===== config.mk =====
export PLATFORM = sky130hd
export DESIGN_NAME = alu_issue_queue_flat
export DESIGN_NICKNAME = d
export VERILOG_FILES = /design/src/rtl/alu_issue_queue_if.sv /design/src/rtl/alu_issue_queue.sv /design/src/flat_wrapper.sv
export SDC_FILE = /design/constraint.sdc
export NUM_CORES = 1
export LEC_CHECK = 0
export CORE_MARGIN = 2
export CORE_UTILIZATION = 55
export CTS_BUF_LIST = sky130_fd_sc_hd__clkbuf_8 sky130_fd_sc_hd__clkbuf_16
export DETAILED_ROUTE_END_ITERATION = 8
export GPL_TIMING_DRIVEN = 1
export PLACE_DENSITY = 0.82
export SETUP_SLACK_MARGIN = 0.3
export SKIP_LAST_GASP = 1
export SYNTH_ARGS = -nofsm -noshare
export SYNTH_HDL_FRONTEND = slang
export SYNTH_SLANG_ARGS = --single-unit

===== constraint.sdc =====
create_clock -name clk -period 12.62 [get_ports clk]
set_clock_uncertainty 0.2 [all_clocks]
set_input_delay 1.262 -clock clk [delete_from_list [all_inputs] [get_ports clk]]
set_output_delay 1.262 -clock clk [all_outputs]
set_load 0.02 [all_outputs]

===== src/rtl/alu_issue_queue_if.sv =====
// ---------------------------------------------------------------------------
// alu_issue_queue_if
// Bundles the three channels of the ALU issue queue:
//   in_*      : upstream operation offer (valid/ready, tag, opcode, operands)
//   alu_*     : head-entry operands to an external combinational ALU and its
//               result coming back in the same cycle
//   out_*     : held result towards downstream (valid/ready, tag, result, err)
//   occupancy : number of FIFO entries currently held
// Modports: slave = the queue itself, master = the environment around it.
// ---------------------------------------------------------------------------
interface alu_issue_queue_if #(
    parameter int DEPTH = 4,
    parameter int TAG_W = 4
);
    localparam int OCC_W = $clog2(DEPTH) + 1;

    logic             in_valid;
    logic             in_ready;
    logic [TAG_W-1:0] in_tag;
    logic [3:0]       in_mode;
    logic [63:0]      in_a;
    logic [63:0]      in_b;

    logic [63:0]      alu_a;
    logic [63:0]      alu_b;
    logic [3:0]       alu_mode;
    logic [63:0]      alu_result;

    logic             out_valid;
    logic             out_ready;
    logic [TAG_W-1:0] out_tag;
    logic [63:0]      out_result;
    logic             out_err;

    logic [OCC_W-1:0] occupancy;

    modport slave (
        input  in_valid, in_tag, in_mode, in_a, in_b, alu_result, out_ready,
        output in_ready, alu_a, alu_b, alu_mode,
               out_valid, out_tag, out_result, out_err, occupancy
    );

    modport master (
        output in_valid, in_tag, in_mode, in_a, in_b, alu_result, out_ready,
        input  in_ready, alu_a, alu_b, alu_mode,
               out_valid, out_tag, out_result, out_err, occupancy
    );
endinterface


===== src/rtl/alu_issue_queue.sv =====
// ---------------------------------------------------------------------------
// alu_issue_queue
// DEPTH-entry FIFO of ALU operations {tag, mode, a, b}. The head entry is
// presented to an external combinational ALU; when the one-entry result
// register is free (or being drained) the head is popped and the ALU result,
// its tag and an error flag are captured.
// Ports:
//   clk   : single clock, rising edge
//   rst_n : asynchronous active-low reset
//   bus   : alu_issue_queue_if.slave (in_*, alu_*, out_*, occupancy)
// ---------------------------------------------------------------------------
module alu_issue_queue #(
    parameter int DEPTH = 4,
    parameter int TAG_W = 4
) (
    input  logic              clk,
    input  logic              rst_n,
    alu_issue_queue_if.slave  bus
);
    localparam int PTR_W = $clog2(DEPTH);
    localparam int OCC_W = PTR_W + 1;

    // Entry storage: asynchronous read is needed because the head must reach
    // the ALU in the same cycle it becomes the head.
    logic [TAG_W-1:0] tag_mem  [DEPTH];
    logic [3:0]       mode_mem [DEPTH];
    logic [63:0]      a_mem    [DEPTH];
    logic [63:0]      b_mem    [DEPTH];

    logic [PTR_W-1:0] wr_ptr_q, wr_ptr_d;
    logic [PTR_W-1:0] rd_ptr_q, rd_ptr_d;
    logic [OCC_W-1:0] occ_q, occ_d;
    logic             ready_en_q;   // keeps in_ready low until the first edge after reset

    logic             out_valid_q, out_valid_d;
    logic [TAG_W-1:0] out_tag_q, out_tag_d;
    logic [63:0]      out_result_q, out_result_d;
    logic             out_err_q, out_err_d;

    logic             empty;
    logic             push;
    logic             pop;
    logic [3:0]       head_mode;
    logic [63:0]      head_b;
    logic             head_err;

    assign empty        = (occ_q == '0);
    assign bus.in_ready = ready_en_q && (occ_q < OCC_W'(DEPTH));
    assign push         = bus.in_valid && bus.in_ready;
    assign pop          = !empty && (!out_valid_q || bus.out_ready);

    assign head_mode    = mode_mem[rd_ptr_q];
    assign head_b       = b_mem[rd_ptr_q];
    assign head_err     = (head_mode > 4'd8) ||
                          (((head_mode == 4'd3) || (head_mode == 4'd4)) && (head_b == 64'd0));

    // Stale storage contents must never leak to the ALU when nothing is queued.
    assign bus.alu_a    = empty ? 64'd0 : a_mem[rd_ptr_q];
    assign bus.alu_b    = empty ? 64'd0 : head_b;
    assign bus.alu_mode = empty ? 4'd0  : head_mode;

    assign bus.out_valid  = out_valid_q;
    assign bus.out_tag    = out_tag_q;
    assign bus.out_result = out_result_q;
    assign bus.out_err    = out_err_q;
    assign bus.occupancy  = occ_q;

    always_comb begin
        wr_ptr_d     = wr_ptr_q;
        rd_ptr_d     = rd_ptr_q;
        occ_d        = occ_q;
        out_valid_d  = out_valid_q;
        out_tag_d    = out_tag_q;
        out_result_d = out_result_q;
        out_err_d    = out_err_q;

        // DEPTH is a power of two, so natural pointer overflow is the wrap.
        if (push) wr_ptr_d = wr_ptr_q + PTR_W'(1);
        if (pop)  rd_ptr_d = rd_ptr_q + PTR_W'(1);

        case ({push, pop})
            2'b10:   occ_d = occ_q + OCC_W'(1);
            2'b01:   occ_d = occ_q - OCC_W'(1);
            default: occ_d = occ_q;
        endcase

        if (pop) begin
            out_valid_d  = 1'b1;
            out_tag_d    = tag_mem[rd_ptr_q];
            out_result_d = bus.alu_result;
            out_err_d    = head_err;
        end else if (out_valid_q && bus.out_ready) begin
            // Drained with nothing to replace it: payload is left as-is.
            out_valid_d  = 1'b0;
        end
    end

    always_ff @(posedge clk or negedge rst_n) begin
        if (!rst_n) begin
            wr_ptr_q     <= '0;
            rd_ptr_q     <= '0;
            occ_q        <= '0;
            ready_en_q   <= 1'b0;
            out_valid_q  <= 1'b0;
            out_tag_q    <= '0;
            out_result_q <= '0;
            out_err_q    <= 1'b0;
        end else begin
            wr_ptr_q     <= wr_ptr_d;
            rd_ptr_q     <= rd_ptr_d;
            occ_q        <= occ_d;
            ready_en_q   <= 1'b1;
            out_valid_q  <= out_valid_d;
            out_tag_q    <= out_tag_d;
            out_result_q <= out_result_d;
            out_err_q    <= out_err_d;
        end
    end

    // Storage needs no reset: occupancy alone decides what is valid.
    always_ff @(posedge clk) begin
        if (push) begin
            tag_mem[wr_ptr_q]  <= bus.in_tag;
            mode_mem[wr_ptr_q] <= bus.in_mode;
            a_mem[wr_ptr_q]    <= bus.in_a;
            b_mem[wr_ptr_q]    <= bus.in_b;
        end
    end
endmodule


===== src/flat_wrapper.sv =====
// flat-port wrapper written by rule: the top's interface ports become plain ports
module alu_issue_queue_flat 
#(
    parameter int DEPTH = 4,
    parameter int TAG_W = 4
)
  (clk, rst_n, bus_in_valid, bus_in_tag, bus_in_mode, bus_in_a, bus_in_b, bus_alu_result, bus_out_ready, bus_in_ready, bus_alu_a, bus_alu_b, bus_alu_mode, bus_out_valid, bus_out_tag, bus_out_result, bus_out_err, bus_occupancy);
  alu_issue_queue_if #(.DEPTH(DEPTH), .TAG_W(TAG_W)) bus_i ();
  input  logic clk;
  input  logic rst_n;
  input wire logic [$bits(bus_i.in_valid)-1:0] bus_in_valid;
  input wire logic [$bits(bus_i.in_tag)-1:0] bus_in_tag;
  input wire logic [$bits(bus_i.in_mode)-1:0] bus_in_mode;
  input wire logic [$bits(bus_i.in_a)-1:0] bus_in_a;
  input wire logic [$bits(bus_i.in_b)-1:0] bus_in_b;
  input wire logic [$bits(bus_i.alu_result)-1:0] bus_alu_result;
  input wire logic [$bits(bus_i.out_ready)-1:0] bus_out_ready;
  output wire logic [$bits(bus_i.in_ready)-1:0] bus_in_ready;
  output wire logic [$bits(bus_i.alu_a)-1:0] bus_alu_a;
  output wire logic [$bits(bus_i.alu_b)-1:0] bus_alu_b;
  output wire logic [$bits(bus_i.alu_mode)-1:0] bus_alu_mode;
  output wire logic [$bits(bus_i.out_valid)-1:0] bus_out_valid;
  output wire logic [$bits(bus_i.out_tag)-1:0] bus_out_tag;
  output wire logic [$bits(bus_i.out_result)-1:0] bus_out_result;
  output wire logic [$bits(bus_i.out_err)-1:0] bus_out_err;
  output wire logic [$bits(bus_i.occupancy)-1:0] bus_occupancy;
  assign bus_i.in_valid = bus_in_valid;
  assign bus_i.in_tag = bus_in_tag;
  assign bus_i.in_mode = bus_in_mode;
  assign bus_i.in_a = bus_in_a;
  assign bus_i.in_b = bus_in_b;
  assign bus_i.alu_result = bus_alu_result;
  assign bus_i.out_ready = bus_out_ready;
  assign bus_in_ready = bus_i.in_ready;
  assign bus_alu_a = bus_i.alu_a;
  assign bus_alu_b = bus_i.alu_b;
  assign bus_alu_mode = bus_i.alu_mode;
  assign bus_out_valid = bus_i.out_valid;
  assign bus_out_tag = bus_i.out_tag;
  assign bus_out_result = bus_i.out_result;
  assign bus_out_err = bus_i.out_err;
  assign bus_occupancy = bus_i.occupancy;
  alu_issue_queue #(.DEPTH(DEPTH), .TAG_W(TAG_W)) u_core (.clk(clk), .rst_n(rst_n), .bus(bus_i));
endmodule

==> results of run 1 <==
[final cells by class]
| type | instances | area, um^2 | share of cell area |
|---|---|---|---|
| Sequential cell | 622 | 18300 | 0.6065 |
| Clock buffer | 67 | 1620 | 0.05372 |
| Antenna cell | 10 | 25.02 | 0.0008296 |
| Timing Repair Buffer | 426 | 4219 | 0.1399 |
| Multi-Input combinational cell | 391 | 5101 | 0.1691 |
| Tap cell | 539 | 674.4 | 0.02236 |
| Clock inverter | 43 | 198.9 | 0.006595 |
| Inverter | 8 | 30.03 | 0.0009955 |
[routing by layer]
layer | vias up | share of wire | routed length (um) | track usage
li1 | 5223 | - | - | -
met3 | 84 | 0.089 | 4651 | 0.07017
met5 | - | 0.0011 | 59 | 0
met4 | 8 | 0.028 | 1469 | 0.09131
met1 | 6090 | 0.38 | 20010 | 0.3005
met2 | 492 | 0.50 | 25910 | 0.3766
[worst max-delay path by stage]
| stage | start | endpoint | slack (ns) | depth (start not counted) |
|---|---|---|---|---|
| after detailed placement | u_core.rd_ptr_q[0]$_DFFE_PN0P_ | bus_alu_b[45] | 7.47 | 5 |
| after CTS | u_core.rd_ptr_q[0]$_DFFE_PN0P_ | bus_alu_a[61] | 6.81 | 5 |
| after floorplan | bus_in_valid | u_core.a_mem[0][0]$_DFFE_PP_ | 7.48 | 1 |
| after global placement | u_core.rd_ptr_q[0]$_DFFE_PN0P_ | bus_alu_a[61] | 7.46 | 5 |
| final | u_core.rd_ptr_q[0]$_DFFE_PN0P_ | bus_alu_a[58] | 7.01 | 5 |
| after global routing | u_core.rd_ptr_q[0]$_DFFE_PN0P_ | bus_alu_a[30] | 6.62 | 5 |
[stage by stage]
step / std cells / total power, mW
after global routing: 2104 / 7.261
after detailed placement: 1986 / 5.408
after floorplan: 1073 / 4.224
final: 2106 / 6.971
after CTS: 2096 / 7.048
after global placement: 1986 / 5.375
[synthesized netlist by cell type (all sizes together)]
library cell	n
edfxtp	544
mux4	136
nor2b	133
dfrtp	78
mux2	68
clkbuf	31
buf	21
nor4	16
inv	8
ha	5
and3	4
nand4	3
o21ai	3
xnor2	3
xor2	3
mux2i	2
nand2	2
nand3b	2
a211o	1
a21oi	1
and2	1
conb	1
fa	1
nand3	1
nor2	1
nor3	1
o31a	1
or3	1
or3b	1
[sequential cells by signal, indices dropped and copies added, names as in the netlist, 2 cells and up]
register	flops
u_core.a_mem	256
u_core.rd_ptr_q	2
u_core.bus.out_result	64
u_core.wr_ptr_q	2
u_core.tag_mem	16
u_core.bus.out_tag	4
u_core.b_mem	256
u_core.bus.occupancy	3
u_core.mode_mem	16
[logic make-up (layout without fill, tap and decap cells)]
family,Yosys count,in the layout,share of synthesized area
compound gates,6,6,0.001587
mux,206,206,0.1627
simple gates,166,166,0.04396
buf+inv,60,544,0.01270
flops,622,622,0.7732
other cells,1,11,0.0001585
fa+ha+maj,6,6,0.003491
xor+xnor,6,6,0.002222
[power groups by stage]
stage,clock (mW),combinational (mW),sequential [mW]
2_1_floorplan,0,1.49,2.73
3_3_place_gp,0,2.72,2.65
3_5_place_dp,0,2.74,2.67
4_1_cts,1.66,2.76,2.63
5_1_grt,1.74,2.87,2.65
6_report,1.63,2.72,2.62
==> results.toml, run 1 <==
[timing]
finalSetupViolations = 0
max_freq_mhz = 178.2
slew_headroom = 0.2726
hold_ws_ns = 0.2504
worst_pin_slew_ns = 1.091
final-max-slew-violation-count = 0
fin_crit_ns = 5.611
finalSetupTns_ns = 0
layout_setup_ws_ns = 7.009
hold_violations = 0
fin_crit_sh = 0.4446
rsz0062_at_grt = "false"

[placement]
dp_hpwl_um = 33090
port_buffers = 409
place_worst_setup_slack_ns = 7.472
routabilityCongestion = 0.7975
place_area_um2 = 28320

[cts]
cts_setup_buffers = 0
clk_latency_ns = 0.60
numCtsBuffers = 60
cts_hold_buf = 0
clk_path_buf_depth = 3
cts_resized = 0
clock_sinks = 622
cts_tree = "yes"
root_buffer = "clkbuf_16"
clk_pin_slew_worst_paths_ns = 0.06
ctsHtreeMaxLevel = 2

[setup_path]
reg2reg_depth = 7
worst_r2r_endpoint = "u_core.bus.out_err$_DFFE_PN0P_"
cpMostUsedCell = "buf_4"
worstSetupStartpointType = "flop"
end_kind = "output port"
cp.required_ns = 11.16
worstSetupPathType = "reg2out"
critical-path-top-delay-family = "buffers and inverters"
rrSetupSlack_ns = 8.18
cpPeakStageDelay_ns = 0.83
cp.arrival_ns = 4.15
path_cells = "buf_4 > buf_4 > mux4_2 > nor2b_1 > clkdlybuf4s50_1"
critPathSlowestCell = "buf_4"
critPathMaxFanout = 49
r2r-start = "u_core.rd_ptr_q[0]$_DFFE_PN0P_"
critPathBufInv = 3

[synth]
syn-cell-area_um2 = 23650
synth.distinct_cells = 36
synthesis.nets = 1283
synth_area_per_cell_um2 = 22.04
synthTopCellsByArea = "edfxtp_1, mux4_2, dfrtp_1, nor2b_1, mux2_1"
synth_top_area_frac = 0.6906
synth-seq-cells = 622
ys_seq_area_frac = 0.7732
yosysTopAreaCell = "edfxtp_1"
synth_warnings = 0
synth_cells = 1073

[routing]
drt-vias-per-instance = 5.649
wirelength_um = 52090
ant_nets = 0
drc = 0
drtIter0Drc = 879
avgRoutedWirePerCell_um = 24.74
drt-pass1-iter-count = 7
vias = 11900

[layout]
final_util = 0.7143
nNetsFinal = 1719
area_delta_synth_final_pct = 27.53
layout_common_cells = "edfxtp_1, clkdlybuf4s50_1, mux4_2, nor2b_1, dfrtp_1"
drive_gt1_frac = 0.1586
stdcell_area_um2 = 30160
final_common_cell = "edfxtp_1"
nFillCells = 2531

[grt]
grt_pass1_vias = 12470
grt_max_degree = 75
antenna_found_initial = 14
grt_pass1_wl_um = 76690
grt_overflow_total = 0
track_usage = 0.2330

[floorplan]
core-area_um2 = 42230
ios = 410
rows = 75
dieHeight_um = 211.4
die_x_um = 211.4
floorplan.initialDensity = 0.5601
dieArea_um2 = 44680

[power]
swShare = 0.3212
clkPwrFrac = 0.234
p_comb_frac = 0.390
power.density_nw_per_um2 = 231.1
seq_power_share = 0.376
ir_drop_mv = 0.1541
p_int_mw = 4.732
p_sw_mw = 2.239
leakage_nw = 10.12

[worst_hold_path]
min_path_type = "in2async"

[status]
outcome = "finished, final reports clean"

[job]
drv_cap = 0
(Power assumes the default switching activity.)
==> run 2, diff against run 1 <==
CORE_UTILIZATION = 48   (was 55)
PLACE_DENSITY = 0.75   (was 0.82)
clock period = 5.1 ns   (was 12.62 ns; I/O delays follow)
==> results.toml, run 2 (synthesis gave the netlist of run 1 again) <==
[setup_path]
cp.required_ns = 4.39
critical-path-top-delay-family = "buffers and inverters"
critPathMaxFanout = 60
end_kind = "output port"
rrSetupSlack_ns = 1.73
worstSetupStartpointType = "flop"
cpPeakStageDelay_ns = 0.82
path_cells = "buf_12 > mux4_2 > nor2b_1 > clkdlybuf4s50_1"
cp.arrival_ns = 3.20
critPathBufInv = 2
critPathSlowestCell = "dfrtp_4"
worstSetupPathType = "reg2out"

[cts]
ctsHtreeMaxLevel = 2
numCtsBuffers = 61
clock_sinks = 622
clk_pin_slew_worst_paths_ns = 0.06
cts_setup_buffers = 0
cts_hold_buf = 1
clk_path_buf_depth = 3
cts_tree = "yes"
root_buffer = "clkbuf_16"
clk_latency_ns = 0.61
cts_resized = 0

[routing]
vias = 11760
highest_layer = "met5"
drt-pass1-iter-count = 5
wl_met2_um = 26070
ant_nets = 0
drt-vias-per-instance = 5.258
avgRoutedWirePerCell_um = 23.18
wl_met3_um = 4268
m1WireLength_um = 20250
wirelength_um = 51820
drtIter0Drc = 683
drc = 0

[placement]
place_inst = 2112
place_worst_setup_slack_ns = 1.659
port_buffers = 409
routabilityCongestion = 0.7880
dp_hpwl_um = 32440

[power]
p_comb_frac = 0.387
power.density_nw_per_um2 = 573.1
clkPwrFrac = 0.243
p_int_mw = 11.96
swShare = 0.3171
leakage_nw = 10.21
seq_power_share = 0.370
ir_drop_mv = 0.3412
p_sw_mw = 5.553

[layout]
drive_gt1_frac = 0.1587
nNetsFinal = 1722
area_delta_synth_final_pct = 29.17
final_cells = 2236
final_common_cell = "edfxtp_1"
layout_common_cells = "edfxtp_1, clkdlybuf4s50_1, mux4_2, nor2b_1, dfrtp_1"

[timing]
finalSetupTns_ns = 0
max_freq_mhz = 256.0
layout_setup_ws_ns = 1.194
rsz0062_at_grt = "false"
final-max-slew-violation-count = 0
finalSetupViolations = 0
fin_crit_ns = 3.906
fin_crit_sh = 0.7659
slew_headroom = 0.3381
worst_pin_slew_ns = 0.9928
hold_violations = 0

[floorplan]
core-area_um2 = 48750
rows = 81
die_x_um = 226.0
dieArea_um2 = 51070
floorplan.initialDensity = 0.4852
ios = 410
dieHeight_um = 226.0

[grt]
grt_pass1_wl_um = 76040
track_usage = 0.2022
antenna_found_initial = 16
grt_overflow_total = 0
grt_pass1_vias = 12370
grt_max_degree = 137

[job]
drv_cap = 0

[status]
outcome = "finished, final reports clean"

[worst_hold_path]
min_path_type = "reg2reg"
==> run 2: cell count changes in the layout (fill, tap and decap cells not counted), sizes merged <==
cell / delta
clkbuf: -2
buf: +1
inv: +3
bufinv: +4
diode: -1
clkinv: -3
dlygate4sd3: +1
clkinvlp: +2
==> run 2: worst paths after layout <==
check,from,to,cells past startpoint
min reg2reg,u_core.bus.out_result[43]$_DFFE_PN0P_,u_core.bus.out_result[43]$_DFFE_PN0P_,1
max,u_core.rd_ptr_q[1]$_DFFE_PN0P_,bus_alu_b[37],4
min in group asynchronous,rst_n,u_core.bus.out_result[37]$_DFFE_PN0P_,2
max reg2reg,u_core.rd_ptr_q[0]$_DFFE_PN0P_,u_core.bus.out_err$_DFFE_PN0P_,6
min,u_core.bus.out_result[43]$_DFFE_PN0P_,u_core.bus.out_result[43]$_DFFE_PN0P_,1
max in group asynchronous,rst_n,u_core.rd_ptr_q[1]$_DFFE_PN0P_,2
==> run 2: per-layer routing <==
metal,vias to the layer above,track usage
li1,5234,-
met1,6030,0.2512
met3,92,0.06180
met2,385,0.3407
met5,-,0
met4,16,0.06473
==> run 2: power by group through the flow <==
| stage | combinational (mW) | clock [mW] | sequential (mW) |
|---|---|---|---|
| global route | 7.19 | 4.54 | 6.54 |
| detailed placement | 6.86 | 0 | 6.59 |
| finish | 6.78 | 4.25 | 6.48 |
| global placement | 6.83 | 0 | 6.56 |
| CTS | 6.90 | 4.35 | 6.49 |
| floorplan | 3.69 | 0 | 6.73 |
==> run 2: per-stage QoR <==
stage                     power, mW  hold WS [ns]  cell area, um^2  utilization
after floorplan               10.42       0.01441            23660            -
final                         17.51        0.2828            30550       0.6268
after CTS                     17.75        0.2483            30530       0.6263
after detailed placement      13.45        0.2738            28600       0.5866
after global placement        13.39        0.2663            28600       0.5866
after global routing          18.27        0.2694            30550       0.6266
==> run 2: cell type report <==
class / count / area, um^2
inverter: 8 / 30.03
clock buffer: 65 / 1604
tap: 664 / 830.8
timing repair buffer: 428 / 4349
antenna: 9 / 22.52
fill: 3350 / 18200
clock inverter: 49 / 320.3
multi-input combinational: 391 / 5101
sequential: 622 / 18300
